--- config.mk ---
export PLATFORM = sky130hd
export DESIGN_NAME = keypad_scanner
export DESIGN_NICKNAME = d
export VERILOG_FILES = /design/src/rtl/keypad_scanner.sv
export SDC_FILE = /design/constraint.sdc
export NUM_CORES = 1
export LEC_CHECK = 0
export BUFFER_PORTS_ARGS = -buffer_cell sky130_fd_sc_hd__buf_2
export CORE_MARGIN = 2
export CORE_UTILIZATION = 30
export DETAILED_ROUTE_END_ITERATION = 8
export SLEW_MARGIN = 20
export SYNTH_ARGS = -nofsm -noshare
export SYNTH_HDL_FRONTEND = slang
export SYNTH_SLANG_ARGS = --single-unit
--- constraint.sdc ---
create_clock -name clk -period 2.2 [get_ports clk]
set_input_delay 0.22 -clock clk [delete_from_list [all_inputs] [get_ports clk]]
set_output_delay 0.22 -clock clk [all_outputs]
set_load 0.005 [all_outputs]
--- src/rtl/keypad_scanner.sv ---
// Purpose : scans a 4x4 active-low matrix keypad, debounces one key and reports its code.
// Latency : press-to-pulse <= 4*SCAN_DIV + DEBOUNCE_CYCLES + 3 clocks from a stable low on row_n.
// Backpress: none; rec_num/rec_op are single-cycle strobes and clickedMatrix holds the last code.
//
// Ports
//   clk           system clock, all state on the rising edge
//   rst_n         asynchronous active-low reset
//   row_n[3:0]    row sense lines (active-low, pulled up, asynchronous to clk)
//   col_n[3:0]    column drive, one-cold
//   clickedMatrix code of the last accepted key, held until the next one
//   rec_num       one-cycle strobe: accepted key is a digit (0-9)
//   rec_op        one-cycle strobe: accepted key is an operator/control (A-F)
//
// Code map (row r, column c left to right):
//   row0: 1 2 3 A   row1: 4 5 6 B   row2: 7 8 9 C   row3: E 0 F D
//   A add, B subtract, C multiply, D divide, E clear, F equals.
//
// SCAN_DIV must be >= 4 so that the two-flop synchronizer has settled on the
// currently driven column before the end-of-slot sample. DEBOUNCE_CYCLES must
// be >= 2.

module keypad_scanner #(
  parameter int SCAN_DIV        = 4,
  parameter int DEBOUNCE_CYCLES = 8
) (
  input  logic       clk,
  input  logic       rst_n,
  input  logic [3:0] row_n,
  output logic [3:0] col_n,
  output logic [3:0] clickedMatrix,
  output logic       rec_num,
  output logic       rec_op
);

  localparam int SLOT_W = (SCAN_DIV > 1) ? $clog2(SCAN_DIV) : 1;
  localparam int DEB_W  = $clog2(DEBOUNCE_CYCLES + 1);

  localparam logic [SLOT_W-1:0] SLOT_LAST = SLOT_W'(SCAN_DIV - 1);
  localparam logic [DEB_W-1:0]  DEB_LAST  = DEB_W'(DEBOUNCE_CYCLES - 1);

  typedef enum logic [1:0] {
    SCAN     = 2'd0,
    DEBOUNCE = 2'd1,
    EMIT     = 2'd2,
    WAIT_REL = 2'd3
  } state_t;

  // ---------------------------------------------------------------------------
  // Row synchronizer. Reset to all-ones so an idle keypad reads as released.
  // ---------------------------------------------------------------------------
  logic [3:0] sync1_q;
  logic [3:0] rs_n;

  always_ff @(posedge clk or negedge rst_n) begin
    if (!rst_n) begin
      sync1_q <= 4'hF;
      rs_n    <= 4'hF;
    end else begin
      sync1_q <= row_n;
      rs_n    <= sync1_q;
    end
  end

  // ---------------------------------------------------------------------------
  // Key position to code.
  // ---------------------------------------------------------------------------
  function automatic logic [3:0] key_code(input logic [1:0] r, input logic [1:0] c);
    logic [3:0] code;
    case ({r, c})
      4'h0:    code = 4'h1;
      4'h1:    code = 4'h2;
      4'h2:    code = 4'h3;
      4'h3:    code = 4'hA;
      4'h4:    code = 4'h4;
      4'h5:    code = 4'h5;
      4'h6:    code = 4'h6;
      4'h7:    code = 4'hB;
      4'h8:    code = 4'h7;
      4'h9:    code = 4'h8;
      4'hA:    code = 4'h9;
      4'hB:    code = 4'hC;
      4'hC:    code = 4'hE;
      4'hD:    code = 4'h0;
      4'hE:    code = 4'hF;
      4'hF:    code = 4'hD;
      default: code = 4'h0;
    endcase
    return code;
  endfunction

  // ---------------------------------------------------------------------------
  // State
  // ---------------------------------------------------------------------------
  state_t            state_q, state_d;
  logic [1:0]        col_q, col_d;
  logic [SLOT_W-1:0] slot_q, slot_d;
  logic [DEB_W-1:0]  deb_q, deb_d;
  logic [1:0]        key_row_q, key_row_d;
  logic [3:0]        code_q, code_d;
  logic              rec_num_q, rec_num_d;
  logic              rec_op_q, rec_op_d;

  // Lowest-index low row wins when several keys in one column are down.
  logic       any_low;
  logic [1:0] low_row;

  always_comb begin
    any_low = ~&rs_n;
    low_row = 2'd0;
    for (int i = 3; i >= 0; i--) begin
      if (!rs_n[i]) low_row = 2'(i);
    end
  end

  logic [3:0] cur_code;
  assign cur_code = key_code(key_row_q, col_q);

  // ---------------------------------------------------------------------------
  // Next-state and output logic
  // ---------------------------------------------------------------------------
  always_comb begin
    state_d   = state_q;
    col_d     = col_q;
    slot_d    = slot_q;
    deb_d     = deb_q;
    key_row_d = key_row_q;
    code_d    = code_q;
    rec_num_d = 1'b0;
    rec_op_d  = 1'b0;

    case (state_q)
      SCAN: begin
        if (slot_q == SLOT_LAST) begin
          slot_d = '0;
          if (any_low) begin
            // Column stays driven (frozen) while the key is qualified.
            key_row_d = low_row;
            deb_d     = '0;
            state_d   = DEBOUNCE;
          end else begin
            col_d = col_q + 2'd1;
          end
        end else begin
          slot_d = slot_q + 1'b1;
        end
      end

      DEBOUNCE: begin
        if (!rs_n[key_row_q]) begin
          if (deb_q == DEB_LAST) begin
            // Code and strobe register on the same edge, so clickedMatrix is
            // already valid during the cycle the strobe is high.
            deb_d     = '0;
            state_d   = EMIT;
            code_d    = cur_code;
            rec_num_d = (cur_code <= 4'd9);
            rec_op_d  = (cur_code >  4'd9);
          end else begin
            deb_d = deb_q + 1'b1;
          end
        end else begin
          // Bounce: drop the candidate and carry on from the next column.
          deb_d   = '0;
          state_d = SCAN;
          col_d   = col_q + 2'd1;
          slot_d  = '0;
        end
      end

      EMIT: begin
        deb_d   = '0;
        state_d = WAIT_REL;
      end

      WAIT_REL: begin
        if (&rs_n) begin
          if (deb_q == DEB_LAST) begin
            deb_d   = '0;
            state_d = SCAN;
            col_d   = col_q + 2'd1;
            slot_d  = '0;
          end else begin
            deb_d = deb_q + 1'b1;
          end
        end else begin
          deb_d = '0;
        end
      end

      default: begin
        state_d = SCAN;
      end
    endcase
  end

  always_ff @(posedge clk or negedge rst_n) begin
    if (!rst_n) begin
      state_q   <= SCAN;
      col_q     <= 2'd0;
      slot_q    <= '0;
      deb_q     <= '0;
      key_row_q <= 2'd0;
      code_q    <= 4'h0;
      rec_num_q <= 1'b0;
      rec_op_q  <= 1'b0;
    end else begin
      state_q   <= state_d;
      col_q     <= col_d;
      slot_q    <= slot_d;
      deb_q     <= deb_d;
      key_row_q <= key_row_d;
      code_q    <= code_d;
      rec_num_q <= rec_num_d;
      rec_op_q  <= rec_op_d;
    end
  end

  // ---------------------------------------------------------------------------
  // Outputs
  // ---------------------------------------------------------------------------
  assign col_n         = ~(4'b0001 << col_q);
  assign clickedMatrix = code_q;
  assign rec_num       = rec_num_q;
  assign rec_op        = rec_op_q;

endmodule

==> results of run 1 <==
## final cells by class
cell class / instances / area (um2) / share of cell area, %
repair buffers: 16 / 85.08 / 5.094
multi-input cells: 81 / 737.0 / 44.12
flip-flops and latches: 26 / 660.6 / 39.55
well taps: 67 / 83.83 / 5.019
inverters: 13 / 48.80 / 2.921
clock buffers: 4 / 55.05 / 3.296
## power groups by stage
stage,clock (uW),combinational [uW],sequential [uW]
final,298,830,704
after global routing,338,932,724
after CTS,314,839,705
after detailed placement,0,834,714
after global placement,0,813,707
after floorplan,0,733,643
## path summary, 6_finish.rpt
| check | end | slack (ns) | depth (start not counted) |
|---|---|---|---|
| hold / removal | sync1_q[3] | 0.05 | 1 |
| max in group asynchronous | sync1_q[2] | 1.35 | 2 |
| min in group asynchronous | col_q[1] | 0.47 | 2 |
| hold reg to reg | rs_n[2] | 0.36 | 0 |
| setup reg to reg | rec_num | 0.32 | 6 |
| setup / recovery | rec_num | 0.32 | 6 |
## through the flow
step	instances	hold WS (ns)	util, %	setup WS, ns
after floorplan	123	-0.07559	-	0.5081
after global placement	202	0.2331	33.99	0.3643
after detailed placement	202	0.2515	33.99	0.3363
after CTS	207	0.03701	35.36	0.3183
after global routing	207	0.02280	35.36	0.2040
final	207	0.04723	35.36	0.3231
## repair_timing
| item | in CTS | in global routing |
|---|---|---|
| gates resized for setup | 0 | 0 |
| hold buffers | 1 | 0 |
| hold endpoints to repair | 18 | 0 |
| endpoints found under the setup margin | 0 | 0 |
## layout by cell type (no fill, tap or decap), types with 6 or more instances in the layout
| cell type | synthesis | routed |
|---|---|---|
| dfrtp_1 | 18 | 18 |
| dfstp_2 | 8 | 8 |
| nand2_1 | 7 | 7 |
| nor2_1 | 7 | 7 |
| mux2_4 | 6 | 6 |
| ha_1 | 13 | 13 |
| inv_1 | 13 | 13 |
| buf_2 | 1 | 15 |
## state kept, by name, summed over array words and instances (netlist names), 2 cells and up, named ones only
register       cells
clickedMatrix      4
col_q              2
deb_q              4
key_row_q          2
rs_n               4
slot_q             2
sync1_q            4
## cells by family (layout without fill, tap and decap cells)
group,after synthesis,in the layout,synth area share (%)
buffers and inverters,16,33,4.692
multiplexers,17,17,15.19
XOR/XNOR,1,1,0.5974
AO/OA/AOI/OAI,24,24,13.14
AND/OR/NAND/NOR,26,26,10.24
flip-flops,26,26,45.05
adder cells (fa/ha/maj),13,13,11.09
## worst max-delay path, delay by kind of cell, from the launching register on
kind | cells | cell delay, ns
and+or+nand+nor | 1 | 0.18
muxes | 1 | 0.52
AOI/OAI and AO/OA | 1 | 0.24
adders and majority gates | 1 | 0.19
DFF | 1 | 0.46
buffers and inverters | 2 | 0.23
## per-layer routing
metal | share of wire [%] | track usage [%] | vias up
met3 | 5.2 | 3.292 | 2
met1 | 45 | 11.76 | 452
met2 | 49 | 17.06 | 33
met5 | 0 | 0 | -
li1 | - | - | 463
met4 | 0.84 | 3.030 | 0
==> metrics.cfg, run 1 <==
[synth]
synth_ff_type = dfrtp_1
synth_cell_type_count = 39
netlist.area_leader.share_pct = 30.72
synthDominantAreaCellType = dfrtp_1
top_post_synthesis_cells_by_count = dfrtp_1 (18), ha_1 (13), inv_1 (13)
synth_seq_cells = 26
syn-mean-instance-area_um2 = 11.92
netlist_area_um2 = 1466
syn_inst = 123
synth.area.top_cells = dfrtp_1 (31%), dfstp_2 (14%), ha_1 (11%)
synth-edff-count = 0
yosys_warnings = 0
synth_most_common_cell = dfrtp_1
synth_async_sr_flop_share_pct = 100.0
seq_area_frac_synth_pct = 45.05
postSynthNetCount = 142

[drt]
first_pass_iters = 4
antenna_left = 0
dr_total_vias = 950
drtIter0Drc = 35
avgRoutedWirePerCell_um = 11.57
drt_wl_total_um = 2395
via_per_inst = 4.589
drc = 0

[worst_setup_path]
timing.critical_path.cells = inv_1 -> ha_1 -> inv_1 -> mux4_1 -> o21ai_0 -> and2b_2
critPathSlowestCell = mux4_1
r2r_start = col_q[0]
critical_path_startpoint_category = flip-flop
critical-path-max-stage-delay_ns = 0.52
critical_path.startpoint = col_q[0]
worst_setup_path_end_kind = flip-flop
worst-path-max-fanout = 7
crit_arrival_ns = 2.09
critPathRequiredTime_ns = 2.41
critPathMostFrequentCell = inv_1
timing_worst_setup_path_type = reg2reg

[floorplan]
die_h_um = 73.92
io_pins = 16
design.die.area_um2 = 5463
chipWidth_um = 73.92
core_um2 = 4723
initial_utilization_pct = 31.05
rows = 25

[status]
outcome = completed

[placement]
port_buffers = 15
dp.final_hpwl_um = 1816
postPlaceCellArea_um2 = 1605
place.gp.congestion = 0.8218

[power]
power-per-cell-area_nw_per_um2 = 1097
power.leakage_uw = 0.0008027
power.internal_uw = 1171
switching_share_pct = 36.10
totalPowerFinal_uw = 1832
pwr-share-seq_pct = 38.4
worst_ir_drop_vdd_v = 0.0003300
clkPwrFrac_pct = 16.3
switchingPower_uw = 661.4
combinational_power_share_pct = 45.3

[cts]
cts_inserted_buffers = 3
cts_tree = yes
tritoncts_num_sinks = 26
worst_setup_hold_path_clk_slew_ns = 0.09
insertion_delay_ns = 0.26
ctsHtreeMaxLevel = 1
clock_path_buffers = 2
clock_tree.root_cell = clkbuf_8
cts.repair_timing.setup_buffer_count = 0

[finish]
num-nets-final = 160
syn2layout_area_growth_pct = 13.91
fillCellCount = 479
post_route_cells_drive_above_1_share_pct = 33.57
design_area_um2 = 1670
antennaDiodeCount = 0

[global_route]
largest_net_degree_at_the_start_of_global_routing = 27
first_global_vias = 936
grt.total_usage_pct = 9.938
grt_pass1_wl_um = 4181
gr-total-overflow = 0
grt_antenna_before_repair = 0

[hold_path]
hp-start = row_n[3]
holdCritPathClass = in2reg

[sta]
relSlewSlack_pct = 62.61
timing_hold_violations_final = 0
timing.final.max_slew_violations = 0
timing.setup.tns_ns = 0
max_freq_ghz = 0.5328
timing.clock.skew_ns = 0.004912
worst_slew_pin_slew_ns = 0.5608
rsz0062_at_grt = false
final.min_clock_period_ns = 1.877
final_min_period_over_clock_period_pct = 85.31
setup_viol = 0

[flow_run]
drv.max_cap_violation_count = 0

(Power assumes the default switching activity.)
==> inputs of run 2 (changes only) <==
==> constraint.sdc (replaced) <==
create_clock -name clk -period 2.25 [get_ports clk]
set_input_delay 0.225 -clock clk [delete_from_list [all_inputs] [get_ports clk]]
set_output_delay 0.225 -clock clk [all_outputs]
set_load 0.005 [all_outputs]
==> metrics.cfg, run 2 (synthesis results as in run 1) <==
[sta]
setup_viol = 0  ; unchanged
max_freq_ghz = 0.5330  ; about the same
final_min_period_over_clock_period_pct = 83.38  ; -1.9 points
timing_hold_violations_final = 0  ; unchanged
timing.setup.tns_ns = 0  ; unchanged
final.min_clock_period_ns = 1.876  ; -0.0007230 ns
rsz0062_at_grt = false
timing.clock.skew_ns = 0.005186  ; +0.0002739 ns
finalWorstSetupSlack_ns = 0.3738  ; +0.05072 ns
relSlewSlack_pct = 62.26  ; -0.35 points
worst_slew_pin_slew_ns = 0.5661  ; +0.005275 ns
timing.final.max_slew_violations = 0  ; unchanged

[floorplan]
rows = 25  ; unchanged
design.die.area_um2 = 5463  ; unchanged
io_pins = 16  ; unchanged
core_um2 = 4723  ; unchanged
initial_utilization_pct = 31.05  ; unchanged
chipWidth_um = 73.92  ; unchanged
die_h_um = 73.92  ; unchanged

[finish]
layout.cells.most_common_list = dfrtp_1 (18), buf_2 (15), inv_1 (13), ha_1 (13), dfstp_2 (8)
antennaDiodeCount = 0  ; unchanged
post_route_cells_drive_above_1_share_pct = 33.57  ; unchanged
most_frequent_standard_cell_in_the_layout_excluding_fill_and_tap_cells = dfrtp_1
syn2layout_area_growth_pct = 13.91  ; unchanged
num-nets-final = 160  ; unchanged
design_area_um2 = 1670  ; unchanged
postLayoutCoreUtil_pct = 35.36  ; unchanged

[cts]
clock_tree.root_cell = clkbuf_8
insertion_delay_ns = 0.27  ; about the same
tritoncts_num_sinks = 26  ; unchanged
worst_setup_hold_path_clk_slew_ns = 0.09  ; about the same
cts.repair_timing.setup_buffer_count = 0  ; unchanged
ctsHtreeMaxLevel = 1  ; unchanged
cts_inserted_buffers = 3  ; unchanged
cts_tree = yes
clock_path_buffers = 2  ; unchanged

[worst_setup_path]
worst-path-max-fanout = 7  ; unchanged
critPathRequiredTime_ns = 2.47  ; +0.06 ns
timing_worst_setup_path_type = reg2reg
crit_arrival_ns = 2.09  ; about the same
critical_path_startpoint_category = flip-flop
worst_setup_path_end_kind = flip-flop

[placement]
dp.final_hpwl_um = 1845  ; +1.6%
place.gp.congestion = 0.8219  ; about the same
port_buffers = 15  ; unchanged
pre_cts_slack_ns = 0.3918  ; +0.05543 ns
postPlaceCellArea_um2 = 1605  ; unchanged

[power]
power.leakage_uw = 0.0008027  ; unchanged
totalPowerFinal_uw = 1791  ; -2.3%
power-per-cell-area_nw_per_um2 = 1072  ; -2.3%
worst_ir_drop_vdd_v = 0.0003866  ; +17%

[hold_path]
holdCritPathClass = in2reg

[drt]
avgRoutedWirePerCell_um = 11.55  ; -0.17%
drtIter0Drc = 21  ; -40%
drt_wl_total_um = 2391  ; -0.17%
via_per_inst = 4.633  ; +0.95%
drc = 0  ; unchanged
antenna_left = 0  ; unchanged
first_pass_iters = 4  ; unchanged
dr_total_vias = 959  ; +0.95%

[global_route]
first_global_vias = 952  ; +1.7%
grt_antenna_before_repair = 0  ; unchanged
grt.total_usage_pct = 10.09  ; +0.15 points
gr-total-overflow = 0  ; unchanged
grt_pass1_wl_um = 4284  ; +2.5%
largest_net_degree_at_the_start_of_global_routing = 27  ; unchanged

[status]
outcome = completed

[flow_run]
drv.max_cap_violation_count = 0  ; unchanged

-- run 2: cell counts in the layout (fill, tap and decap cells not counted) --
No cell type changed its count.
-- run 2: repair_timing --
item,CTS,global route
endpoints found under the hold margin,18,0
resized for setup,0,0
hold buffers,1,0
endpoints found under the setup margin,0,0
-- run 2: metal layers --
metal / global-route usage [%] / vias to the layer above / share of wire (%)
met5: 0 / - / 0
met2: 16.96 / 22 / 47
met1: 12.30 / 469 / 47
li1: - / 464 / -
met3: 2.881 / 4 / 4.2
met4: 3.636 / 0 / 1.3
-- run 2: final timing paths --
| check | startpoint | slack, ns | endpoint | depth (start not counted) |
|---|---|---|---|---|
| min | row_n[3] | 0.05 | sync1_q[3] | 1 |
| max | col_q[0] | 0.37 | rec_num | 6 |
| min in group asynchronous | rst_n | 0.47 | clickedMatrix[2] | 2 |
| min reg2reg | sync1_q[3] | 0.36 | rs_n[3] | 0 |
| max reg2reg | col_q[0] | 0.37 | rec_num | 6 |
| max in group asynchronous | rst_n | 1.39 | sync1_q[1] | 2 |
-- run 2: area by class of cell --
| class | instances | area [um2] |
|---|---|---|
| clock buffer | 4 | 55.05 |
| multi-input combinational | 81 | 737.0 |
| inverter | 13 | 48.80 |
| timing repair buffer | 16 | 85.08 |
| fill | 474 | 3053 |
| sequential | 26 | 660.6 |
| tap | 67 | 83.83 |
-- run 2: worst max-delay path: stages (launching register included) --
cell and delay [ns]:
dfrtp_1 0.46, inv_1 0.18, ha_1 0.19, inv_1 0.04
mux4_1 0.52, o21ai_0 0.26, and2b_2 0.18
-- run 2: per-stage QoR --
stage | std cells | hold slack, ns
2_1_floorplan | 123 | -0.07059
3_3_place_gp | 202 | 0.2381
3_5_place_dp | 202 | 0.2570
4_1_cts | 207 | 0.04072
5_1_grt | 207 | 0.03135
6_report | 207 | 0.04885
-- run 2: where the power goes --
group	total, uW	internal (uW)	switching [uW]	leakage (uW)
Combinational	810	429	380	0.000452
Sequential	686	559	127	0.000322
Clock	295	156	139	0.0000288
